[src/rtl/soc_boot_ctrl.sv]
// Boot / programmer-mode controller: synchronises and debounces the mode pin,
// sequences core and programmer resets, and routes UART RX and QSPI pad direction.
module soc_boot_ctrl #(
   parameter int unsigned NUM_UART          = 2,
   parameter int unsigned SYNC_STAGES       = 2,
   parameter int unsigned DEBOUNCE_CYCLES   = 1024,
   parameter int unsigned RESET_HOLD_CYCLES = 16,
   parameter int unsigned QSPI_WIDTH        = 4
) (
   input  logic                  clk_i,
   input  logic                  reset_ni,
   input  logic                  programmer_mode_i,
   input  logic [NUM_UART-1:0]   uart_rx_i,
   output logic [NUM_UART-1:0]   core_uart_rx_o,
   output logic                  programmer_rx_o,
   output logic                  core_reset_no,
   output logic                  programmer_reset_no,
   output logic                  programmer_enable_o,
   output logic                  busy_o,
   output logic [1:0]            state_o,
   input  logic [QSPI_WIDTH-1:0] qspi_oen_i,
   output logic [QSPI_WIDTH-1:0] qspi_pad_oen_o
);

   localparam int unsigned HW = $clog2(RESET_HOLD_CYCLES + 1);
   localparam int unsigned DW = $clog2(DEBOUNCE_CYCLES + 1);
   localparam logic [HW-1:0] HOLD_LAST = HW'(RESET_HOLD_CYCLES - 1);
   localparam logic [DW-1:0] DEB_LAST  = DW'(DEBOUNCE_CYCLES - 1);

   typedef enum logic [1:0] {
      RST_HOLD    = 2'd0,
      CORE_RUN    = 2'd1,
      PROG_RUN    = 2'd2,
      SWITCH_HOLD = 2'd3
   } state_e;

   logic [SYNC_STAGES-1:0]               mode_sync_q;
   logic [SYNC_STAGES-1:0][NUM_UART-1:0] rx_sync_q;
   logic                                 mode_sync;
   logic [NUM_UART-1:0]                  rx_sync;

   logic          mode_q, mode_d;
   logic [DW-1:0] deb_q, deb_d;
   state_e        state_q, state_d;
   logic [HW-1:0] hold_q, hold_d;
   logic          target_prog_q, target_prog_d;

   logic core_reset_q, prog_reset_q, prog_en_q, busy_q;

   logic [NUM_UART-1:0] core_rx;
   logic                prog_rx;

   assign mode_sync = mode_sync_q[SYNC_STAGES-1];
   assign rx_sync   = rx_sync_q[SYNC_STAGES-1];

   // Accept a new mode only after it has differed from the current one for a full window.
   always_comb begin
      mode_d = mode_q;
      deb_d  = '0;
      if (mode_sync != mode_q) begin
         if (deb_q == DEB_LAST) begin
            mode_d = mode_sync;
         end else begin
            deb_d = deb_q + 1'b1;
         end
      end
   end

   always_comb begin
      state_d       = state_q;
      hold_d        = hold_q;
      target_prog_d = target_prog_q;
      case (state_q)
         RST_HOLD: begin
            if (hold_q == HOLD_LAST) begin
               state_d = CORE_RUN;
               hold_d  = '0;
            end else begin
               hold_d = hold_q + 1'b1;
            end
         end
         CORE_RUN: begin
            if (mode_q) begin
               state_d       = SWITCH_HOLD;
               target_prog_d = 1'b1;
            end
         end
         PROG_RUN: begin
            if (!mode_q) begin
               state_d       = SWITCH_HOLD;
               target_prog_d = 1'b0;
            end
         end
         SWITCH_HOLD: begin
            if (hold_q == HOLD_LAST) begin
               state_d = target_prog_q ? PROG_RUN : CORE_RUN;
               hold_d  = '0;
            end else begin
               hold_d = hold_q + 1'b1;
            end
         end
         default: state_d = RST_HOLD;
      endcase
   end

   // Outputs are decoded from the next state so they move on the same edge as state_q.
   always_ff @(posedge clk_i) begin
      if (!reset_ni) begin
         mode_sync_q   <= '0;
         rx_sync_q     <= '1;
         mode_q        <= 1'b0;
         deb_q         <= '0;
         state_q       <= RST_HOLD;
         hold_q        <= '0;
         target_prog_q <= 1'b0;
         core_reset_q  <= 1'b0;
         prog_reset_q  <= 1'b0;
         prog_en_q     <= 1'b0;
         busy_q        <= 1'b1;
      end else begin
         mode_sync_q   <= {mode_sync_q[SYNC_STAGES-2:0], programmer_mode_i};
         rx_sync_q     <= {rx_sync_q[SYNC_STAGES-2:0], uart_rx_i};
         mode_q        <= mode_d;
         deb_q         <= deb_d;
         state_q       <= state_d;
         hold_q        <= hold_d;
         target_prog_q <= target_prog_d;
         core_reset_q  <= (state_d == CORE_RUN);
         prog_reset_q  <= (state_d == PROG_RUN);
         prog_en_q     <= (state_d == PROG_RUN);
         busy_q        <= (state_d == RST_HOLD) || (state_d == SWITCH_HOLD);
      end
   end

   // Channel 0 goes to exactly one consumer; idle-high whenever it belongs to neither.
   always_comb begin
      core_rx = rx_sync;
      prog_rx = 1'b1;
      case (state_q)
         PROG_RUN: begin
            core_rx[0] = 1'b1;
            prog_rx    = rx_sync[0];
         end
         SWITCH_HOLD: core_rx[0] = 1'b1;
         default: ;
      endcase
   end

   assign core_uart_rx_o      = core_rx;
   assign programmer_rx_o     = prog_rx;
   assign core_reset_no       = core_reset_q;
   assign programmer_reset_no = prog_reset_q;
   assign programmer_enable_o = prog_en_q;
   assign busy_o              = busy_q;
   assign state_o             = state_q;
   assign qspi_pad_oen_o      = core_reset_q ? qspi_oen_i : '1;

endmodule

[config.mk]
export PLATFORM = sky130hd
export DESIGN_NAME = soc_boot_ctrl
export DESIGN_NICKNAME = d
export VERILOG_FILES = /design/src/rtl/soc_boot_ctrl.sv
export SDC_FILE = /design/constraint.sdc
export NUM_CORES = 1
export LEC_CHECK = 0
export ABC_AREA = 1
export BUFFER_PORTS_ARGS = -buffer_cell sky130_fd_sc_hd__buf_2
export CAP_MARGIN = 0
export CORE_ASPECT_RATIO = 1.4
export CORE_UTILIZATION = 35
export CTS_BUF_LIST = sky130_fd_sc_hd__clkbuf_4 sky130_fd_sc_hd__clkbuf_8
export DETAILED_ROUTE_END_ITERATION = 16
export HOLD_SLACK_MARGIN = 0.08
export PLACE_DENSITY = 0.59
export SLEW_MARGIN = 10
export SYNTH_ARGS = -nofsm -noshare
export SYNTH_HDL_FRONTEND = slang
export SYNTH_SLANG_ARGS = --single-unit
[constraint.sdc]
create_clock -name clk_i -period 3.22 [get_ports clk_i]
set_input_delay 0.161 -clock clk_i [delete_from_list [all_inputs] [get_ports clk_i]]
set_output_delay 0.161 -clock clk_i [all_outputs]
set_load 0.005 [all_outputs]
==> results of run 1 <==
## metal layers
metal / GRT usage (%) / vias to the layer above
li1: - / 585
met1: 13.7 / 481
met2: 21.4 / 13
met3: 4.79 / 4
met4: 7.69 / 0
met5: 0 / -
## flip-flops by register name, summed over array words and instances, names as in the netlist
name	cells
core_reset_no	1
mode_sync_q	2
deb_q	11
state_o	2
rx_sync_q	2
target_prog_q	1
rx_sync	2
programmer_enable_o	1
hold_q	5
mode_q	1
busy_o	1
## cell families (layout without fill, tap and decap cells)
logic type	Yosys count	after routing	share of synthesized area (%)
adders and majority gates	8	8	7.41
and+or+nand+nor	86	86	31.4
AOI/OAI and AO/OA	14	14	6.76
xor gates and xnor gates	3	3	1.94
DFF	29	29	43.0
buffers and inverters	32	61	9.54
## worst max path at each step
| stage | startpoint | depth (start not counted) | slack (ns) | to |
|---|---|---|---|---|
| 2_1_floorplan | state_o[1] | 9 | 1.48 | busy_o |
| 5_1_grt | hold_q[1] | 12 | 1.20 | busy_o |
| 4_1_cts | state_o[0] | 9 | 1.31 | busy_o |
| 3_3_place_gp | state_o[0] | 9 | 1.33 | busy_o |
| 3_5_place_dp | state_o[0] | 9 | 1.32 | busy_o |
| 6_report | state_o[0] | 9 | 1.32 | busy_o |
## power by group
part / total (mW) / internal [mW] / switching, mW
combinational: 0.306 / 0.134 / 0.173
sequential: 0.438 / 0.404 / 0.0335
clock: 0.291 / 0.158 / 0.133
## cell usage in the layout (no fill, tap or decap), drive strengths merged, types with 5 or more instances in the layout
cell type / instances
buf: 21
inv: 29
clkbuf: 6
o21ai: 5
nand2: 36
a21oi: 6
or2: 6
nor2: 24
dfxtp: 29
nor3: 6
nand3: 11
ha: 8
## repair_timing
item | 4_1_cts | 5_1_grt
endpoints found under the setup margin | 0 | 0
hold buffers | 3 | 0
endpoints found under the hold margin | 3 | 0
## stage by stage
| stage | std cells | power [mW] | util [%] | hold WS, ns | cell area (µm²) |
|---|---|---|---|---|---|
| finish | 243 | 1.03 | 43.7 | 0.192 | 1610 |
| global route | 243 | 1.13 | 43.7 | 0.207 | 1610 |
| CTS | 243 | 1.06 | 43.7 | 0.185 | 1610 |
| detailed placement | 232 | 0.757 | 40.5 | 0.350 | 1490 |
| global placement | 232 | 0.756 | 40.5 | 0.348 | 1490 |
| floorplan | 172 | 0.668 | - | 0.259 | 1350 |
## cell type report
class | count | area, µm² | area share [%]
multi-input cells | 111 | 642 | 40.0
clock buffers | 6 | 76.3 | 4.75
well taps | 42 | 52.6 | 3.27
repair buffers | 24 | 135 | 8.42
clock inverters | 2 | 10.0 | 0.624
flip-flops and latches | 29 | 581 | 36.2
inverters | 29 | 109 | 6.78
## critical path, stage by stage, from the launching register on
cell and delay, ns:
sky130_fd_sc_hd__dfxtp_1 0.37, sky130_fd_sc_hd__inv_1 0.12, sky130_fd_sc_hd__ha_1 0.27, sky130_fd_sc_hd__inv_1 0.12
sky130_fd_sc_hd__a21oi_1 0.05, sky130_fd_sc_hd__nor3_1 0.15, sky130_fd_sc_hd__nand2_1 0.07, sky130_fd_sc_hd__nand2_1 0.11
sky130_fd_sc_hd__ha_1 0.24, sky130_fd_sc_hd__or2_2 0.28
==> flow_summary_export.csv, run 1 <==
group,metric,value,unit
synth,unique_cell_type_count_in_the_yosys_netlist,29,
setup_path,critical_path_peak_fanout,5,
cells_and_area,proportion_of_layout_cells_with_a_drive_suffix_above_1,23.4,%
floorplan,chip_width,54.5,µm
clock_network,clk_pin_slew,0.06,ns
synth,yosysWarnings,0,
sta,period_needed,1.90,ns
power_and_ir_drop,p_leak,0.758,nW
global_routing,antenna_found_initial,0,
run_status,run_status,"finished clean",
setup_path,worstReg2RegStart,"state_o[0]",
synth,post_synthesis_sequential_area_ratio,43.0,%
setup_path,required,3.38,ns
clock_network,cts_inserted_buffers,5,
placed_design,detailed_place_hpwl,1710,µm
global_routing,maximum_number_of_pins_on_one_net_before_global_route_repair,11,
clock_network,clkSinkCount,29,
setup_path,startpoint_type_of_the_worst_setup_path,"flip-flop",
global_routing,total_global_routing_track_utilization,13.0,%
synth,post-synth-top-count-cell,"sky130_fd_sc_hd__nand2_1",
clock_network,clock_insertion_delay_worst_skew,0.27,ns
drt,detailroute.wirelength.met2,1170,µm
clock_network,postCtsSetupRepairBufs,0,
sta,final-setup-viol-count,0,
placed_design,routabilityCongestion,0.774,
drt,top_layer_used,"met4",
clock_network,quantity_of_gates_resized_following_cts,0,
setup_path,flop2flop_setup_slack,1.32,ns
clock_network,tritoncts,"built",
cells_and_area,layout.filler_cells,376,
cells_and_area,insertedDiodeCount,0,
sta,slew_headroom,82.5,%
floorplan,chipHeight,75.5,µm
sta,post-route-worst-setup-slack,1.32,ns
sta,report.final.slew_viol_count,0,
synth,syn-num-nets,189,
drt,route.detailed.drc,0,
sta,timing.setup.tns,0,ns
drt,wl_met1,952,µm
synth,synth-edff-count,0,
power_and_ir_drop,max-vdd-ir-drop,0.000359,V
setup_path,reg2reg_to,"busy_o",
floorplan,core_area,3680,µm²
drt,ant_nets,0,
synth,post_syn_instances,172,
setup_path,end_kind,"flip-flop",
drt,met3RoutedLength,70,µm
worst_hold_path,holdPathEnd,"mode_sync_q[0]",
clock_network,cts_buffer_depth,2,
synth,avg_cell_area_syn,7.86,µm²
synth,synth_area_leaders,"sky130_fd_sc_hd__dfxtp_1 (43%), sky130_fd_sc_hd__nand2_1 (9.4%), sky130_fd_sc_hd__inv_1 (8.1%)",
synth,synth_area_leader_cell,"sky130_fd_sc_hd__dfxtp_1",
cells_and_area,syn_to_final_growth,18.8,%
synth,syn_area,1350,µm²
worst_hold_path,hold_start,"reset_ni",
synth,yosys-top-cells-count,"sky130_fd_sc_hd__nand2_1 (34), sky130_fd_sc_hd__dfxtp_1 (29), sky130_fd_sc_hd__inv_1 (29), sky130_fd_sc_hd__nor2_1 (21), sky130_fd_sc_hd__nand3_1 (9)",
sta,fmax,527,MHz
drt,totalWireLength,2250,µm
sta,max_slew.worst_pin.slew,0.259,ns
setup_path,critical_path_class,"flip-flop to flip-flop",
floorplan,ios,22,
run,cap_violations,0,
synth,synth-seq-cells,29,
floorplan,die_area,4120,µm²
synth,ys_dominant_reg_cell,"sky130_fd_sc_hd__dfxtp_1",
sta,timing.clock.skew,0.00247,ns
global_routing,grt_pass1_wl,3700,µm
worst_hold_path,worst_hold_path.num_cells,3,
drt,detail_route.first_pass.iterations,4,
synth,post-synth-top-area-fraction,43.0,%
global_routing,via_count_of_the_first_global_routing_pass,920,
floorplan,initial_core_util,36.8,%
placed_design,port_buffers,21,
sta,grt_setup_unrepaired,"no",
cells_and_area,final_nets,217,
drt,detail_route.wl_per_cell,9.25,µm
placed_design,pre_cts_slack,1.32,ns
setup_path,worst_path_arrival_time,2.06,ns
sta,hold_viol_final,0,
synth,async_flop_share,0,%
clock_network,cts.root.buffer_cell,"sky130_fd_sc_hd__clkbuf_8",
worst_hold_path,hold_path.class,"primary input to flip-flop",
power_and_ir_drop,power_per_cell_area,645,nW/µm²
drt,vias,1083,
global_routing,globalRoute.totalOverflow,0,
drt,via_per_inst,4.46,
clock_network,htreeDepth,2,
sta,final_min_period_over_clock_period,58.9,%
drt,first_iter_violations,33,
floorplan,placementRows,26,
setup_path,timing.reg2reg.worst_path_depth,9,
No activity file was read; power rests on OpenSTA's default activity.
==> run 2: changes to the inputs <==
Settings changed: PLACE_DENSITY 0.59 to 0.61.
Clock period 3.22 ns to 1.6 ns, I/O delays scaled along.
==> run 2 against run 1 <==
- via count is 9.4% higher
- worst hold slack worse by 0.065 ns
- sequential share of layout area down 4.8 points
- non-clock buffer count rose by 20
- global-route usage up 0.58 points
- sequential power increased by 110%
- worst setup slack worse by 1.3 ns
- largest cell class unchanged
- cell count increased by 7.8%
- core utilization rose by 7.6 points
- clock skew is 0.0032 ns higher
==> flow_summary_export.csv, run 2 (same netlist as run 1, synthesis figures left out) <==
group,metric,value,unit
cells_and_area,fin_util,51.2,%
floorplan,initial_core_util,36.8,%
floorplan,chip_width,54.5,µm
cells_and_area,syn_to_final_growth,39.4,%
sta,slew_headroom,81.3,%
sta,timing.setup.tns,0,ns
drt,route.detailed.drc,0,
floorplan,chipHeight,75.5,µm
power_and_ir_drop,p_leak,0.879,nW
cells_and_area,layout_top_registers,"deb_q x11, hold_q x5",
cells_and_area,final_nets,237,
drt,totalWireLength,2650,µm
clock_network,tritoncts,"built",
drt,vias,1185,
sta,hold_viol_final,0,
setup_path,required,1.77,ns
cells_and_area,layout.filler_cells,354,
worst_hold_path,hold_start,"reset_ni",
sta,timing.clock.skew,0.00568,ns
setup_path,startpoint_type_of_the_worst_setup_path,"flip-flop",
drt,detail_route.wl_per_cell,10.1,µm
placed_design,detailed_place_hpwl,1810,µm
setup_path,worst_path_arrival_time,1.76,ns
global_routing,maximum_number_of_pins_on_one_net_before_global_route_repair,11,
cells_and_area,insertedDiodeCount,0,
setup_path,launch_point_of_the_worst_path,"hold_q[0]",
floorplan,core_area,3680,µm²
run_status,run_status,"finished clean",
worst_hold_path,hold_path.class,"primary input to flip-flop",
global_routing,total_global_routing_track_utilization,13.5,%
setup_path,critical_path_peak_fanout,4,
cells_and_area,final-seq-area,591,µm²
power_and_ir_drop,max-vdd-ir-drop,0.00128,V
run,cap_violations,0,
sta,final-setup-viol-count,0,
drt,first_iter_violations,22,
placed_design,post_dp_cell_area,1620,µm²
floorplan,die_area,4120,µm²
clock_network,cts_buffer_depth,2,
cells_and_area,design_area,1880,µm²
drt,ant_nets,0,
global_routing,via_count_of_the_first_global_routing_pass,989,
global_routing,globalRoute.totalOverflow,0,
clock_network,cts.root.buffer_cell,"sky130_fd_sc_hd__clkbuf_8",
sta,period_needed,1.59,ns
setup_path,worstReg2RegStart,"hold_q[0]",
clock_network,htreeDepth,2,
placed_design,port_buffers,21,
setup_path,end_kind,"flip-flop",
drt,detail_route.first_pass.iterations,4,
cells_and_area,area_used_by_multi_input_combinational_logic,739,µm²
sta,max_slew.worst_pin.slew,0.278,ns
sta,fmax,630,MHz
placed_design,routabilityCongestion,0.800,
clock_network,clkSinkCount,29,
setup_path,critical_path_class,"flip-flop to flip-flop",
clock_network,clock_insertion_delay_worst_skew,0.28,ns
cells_and_area,layout_common_cells,"sky130_fd_sc_hd__nand2_1 (28), sky130_fd_sc_hd__dfxtp_1 (25), sky130_fd_sc_hd__inv_1 (23)",
sta,final_min_period_over_clock_period,99.3,%
power_and_ir_drop,power_per_cell_area,1480,nW/µm²
global_routing,grt_pass1_wl,3860,µm
clock_network,cts_inserted_buffers,5,
clock_network,clk_pin_slew,0.06,ns
floorplan,placementRows,26,
cells_and_area,max_flop_register,"deb_q",
cells_and_area,largest_reg_flops,11,
drt,via_per_inst,4.52,
cells_and_area,final_common_cell,"sky130_fd_sc_hd__nand2_1",
sta,grt_setup_unrepaired,"yes",
floorplan,ios,22,
global_routing,antenna_found_initial,0,
cells_and_area,proportion_of_layout_cells_with_a_drive_suffix_above_1,40.9,%
sta,report.final.slew_viol_count,0,
run 2: power breakdown:
| part | internal, mW | leakage (nW) | switching [mW] |
|---|---|---|---|
| clock network | 0.357 | 0.0477 | 0.257 |
| registers | 0.832 | 0.238 | 0.0839 |
| logic | 0.682 | 0.592 | 0.570 |
run 2: worst paths after layout:
| path | to | slack (ns) | cells past startpoint |
|---|---|---|---|
| max | busy_o | 0.01 | 12 |
| min | mode_sync_q[1] | 0.13 | 3 |
| min reg2reg | rx_sync[0] | 0.41 | 1 |
| max reg2reg | busy_o | 0.01 | 12 |
run 2: timing repair:
| action | CTS | global route |
|---|---|---|
| pin swaps | 8 | 10 |
| gates resized for setup | 13 | 15 |
| hold endpoints to repair | 3 | 0 |
| endpoints found under the setup margin | 2 | 2 |
| setup buffers | 1 | 4 |
| hold buffers | 3 | 0 |
run 2: per-layer routing:
layer  wire (µm)  vias up  track usage [%]
met2        1400       12             23.8
met4          53        0             7.98
met1        1120      543             13.2
met5           0        -                0
met3          76        6             4.79
li1            -      624                -
run 2: worst max-delay path, stage by stage (launching register included):
cell and delay, ns:
sky130_fd_sc_hd__dfxtp_2 0.35, sky130_fd_sc_hd__ha_4 0.14, sky130_fd_sc_hd__nand2_2 0.04, sky130_fd_sc_hd__inv_2 0.07, sky130_fd_sc_hd__nand2_4 0.06, sky130_fd_sc_hd__nand2_2 0.08
sky130_fd_sc_hd__nand2_1 0.05, sky130_fd_sc_hd__nand2_1 0.05, sky130_fd_sc_hd__nand2_1 0.06, sky130_fd_sc_hd__nand2_2 0.08, sky130_fd_sc_hd__inv_2 0.05, sky130_fd_sc_hd__ha_4 0.22
sky130_fd_sc_hd__or2_4 0.21
run 2: final cells by class:
cell class              count  area share [%]
clock buffers               7            4.78
flip-flops and latches     29            31.4
inverters                  29            6.05
well taps                  42            2.79
repair buffers             44            15.7
multi-input cells         111            39.3
run 2: per-stage QoR:
| step | setup WS (ns) | cells | power, mW | hold WS [ns] |
|---|---|---|---|---|
| 3_3_place_gp | -0.0314 | 247 | 1.79 | 0.267 |
| 5_1_grt | -0.0606 | 262 | 3.00 | 0.144 |
| 3_5_place_dp | -0.0608 | 247 | 1.78 | 0.272 |
| 6_report | 0.0118 | 262 | 2.78 | 0.128 |
| 4_1_cts | -0.00766 | 258 | 2.52 | 0.125 |
| 2_1_floorplan | -0.0136 | 172 | 1.38 | 0.178 |
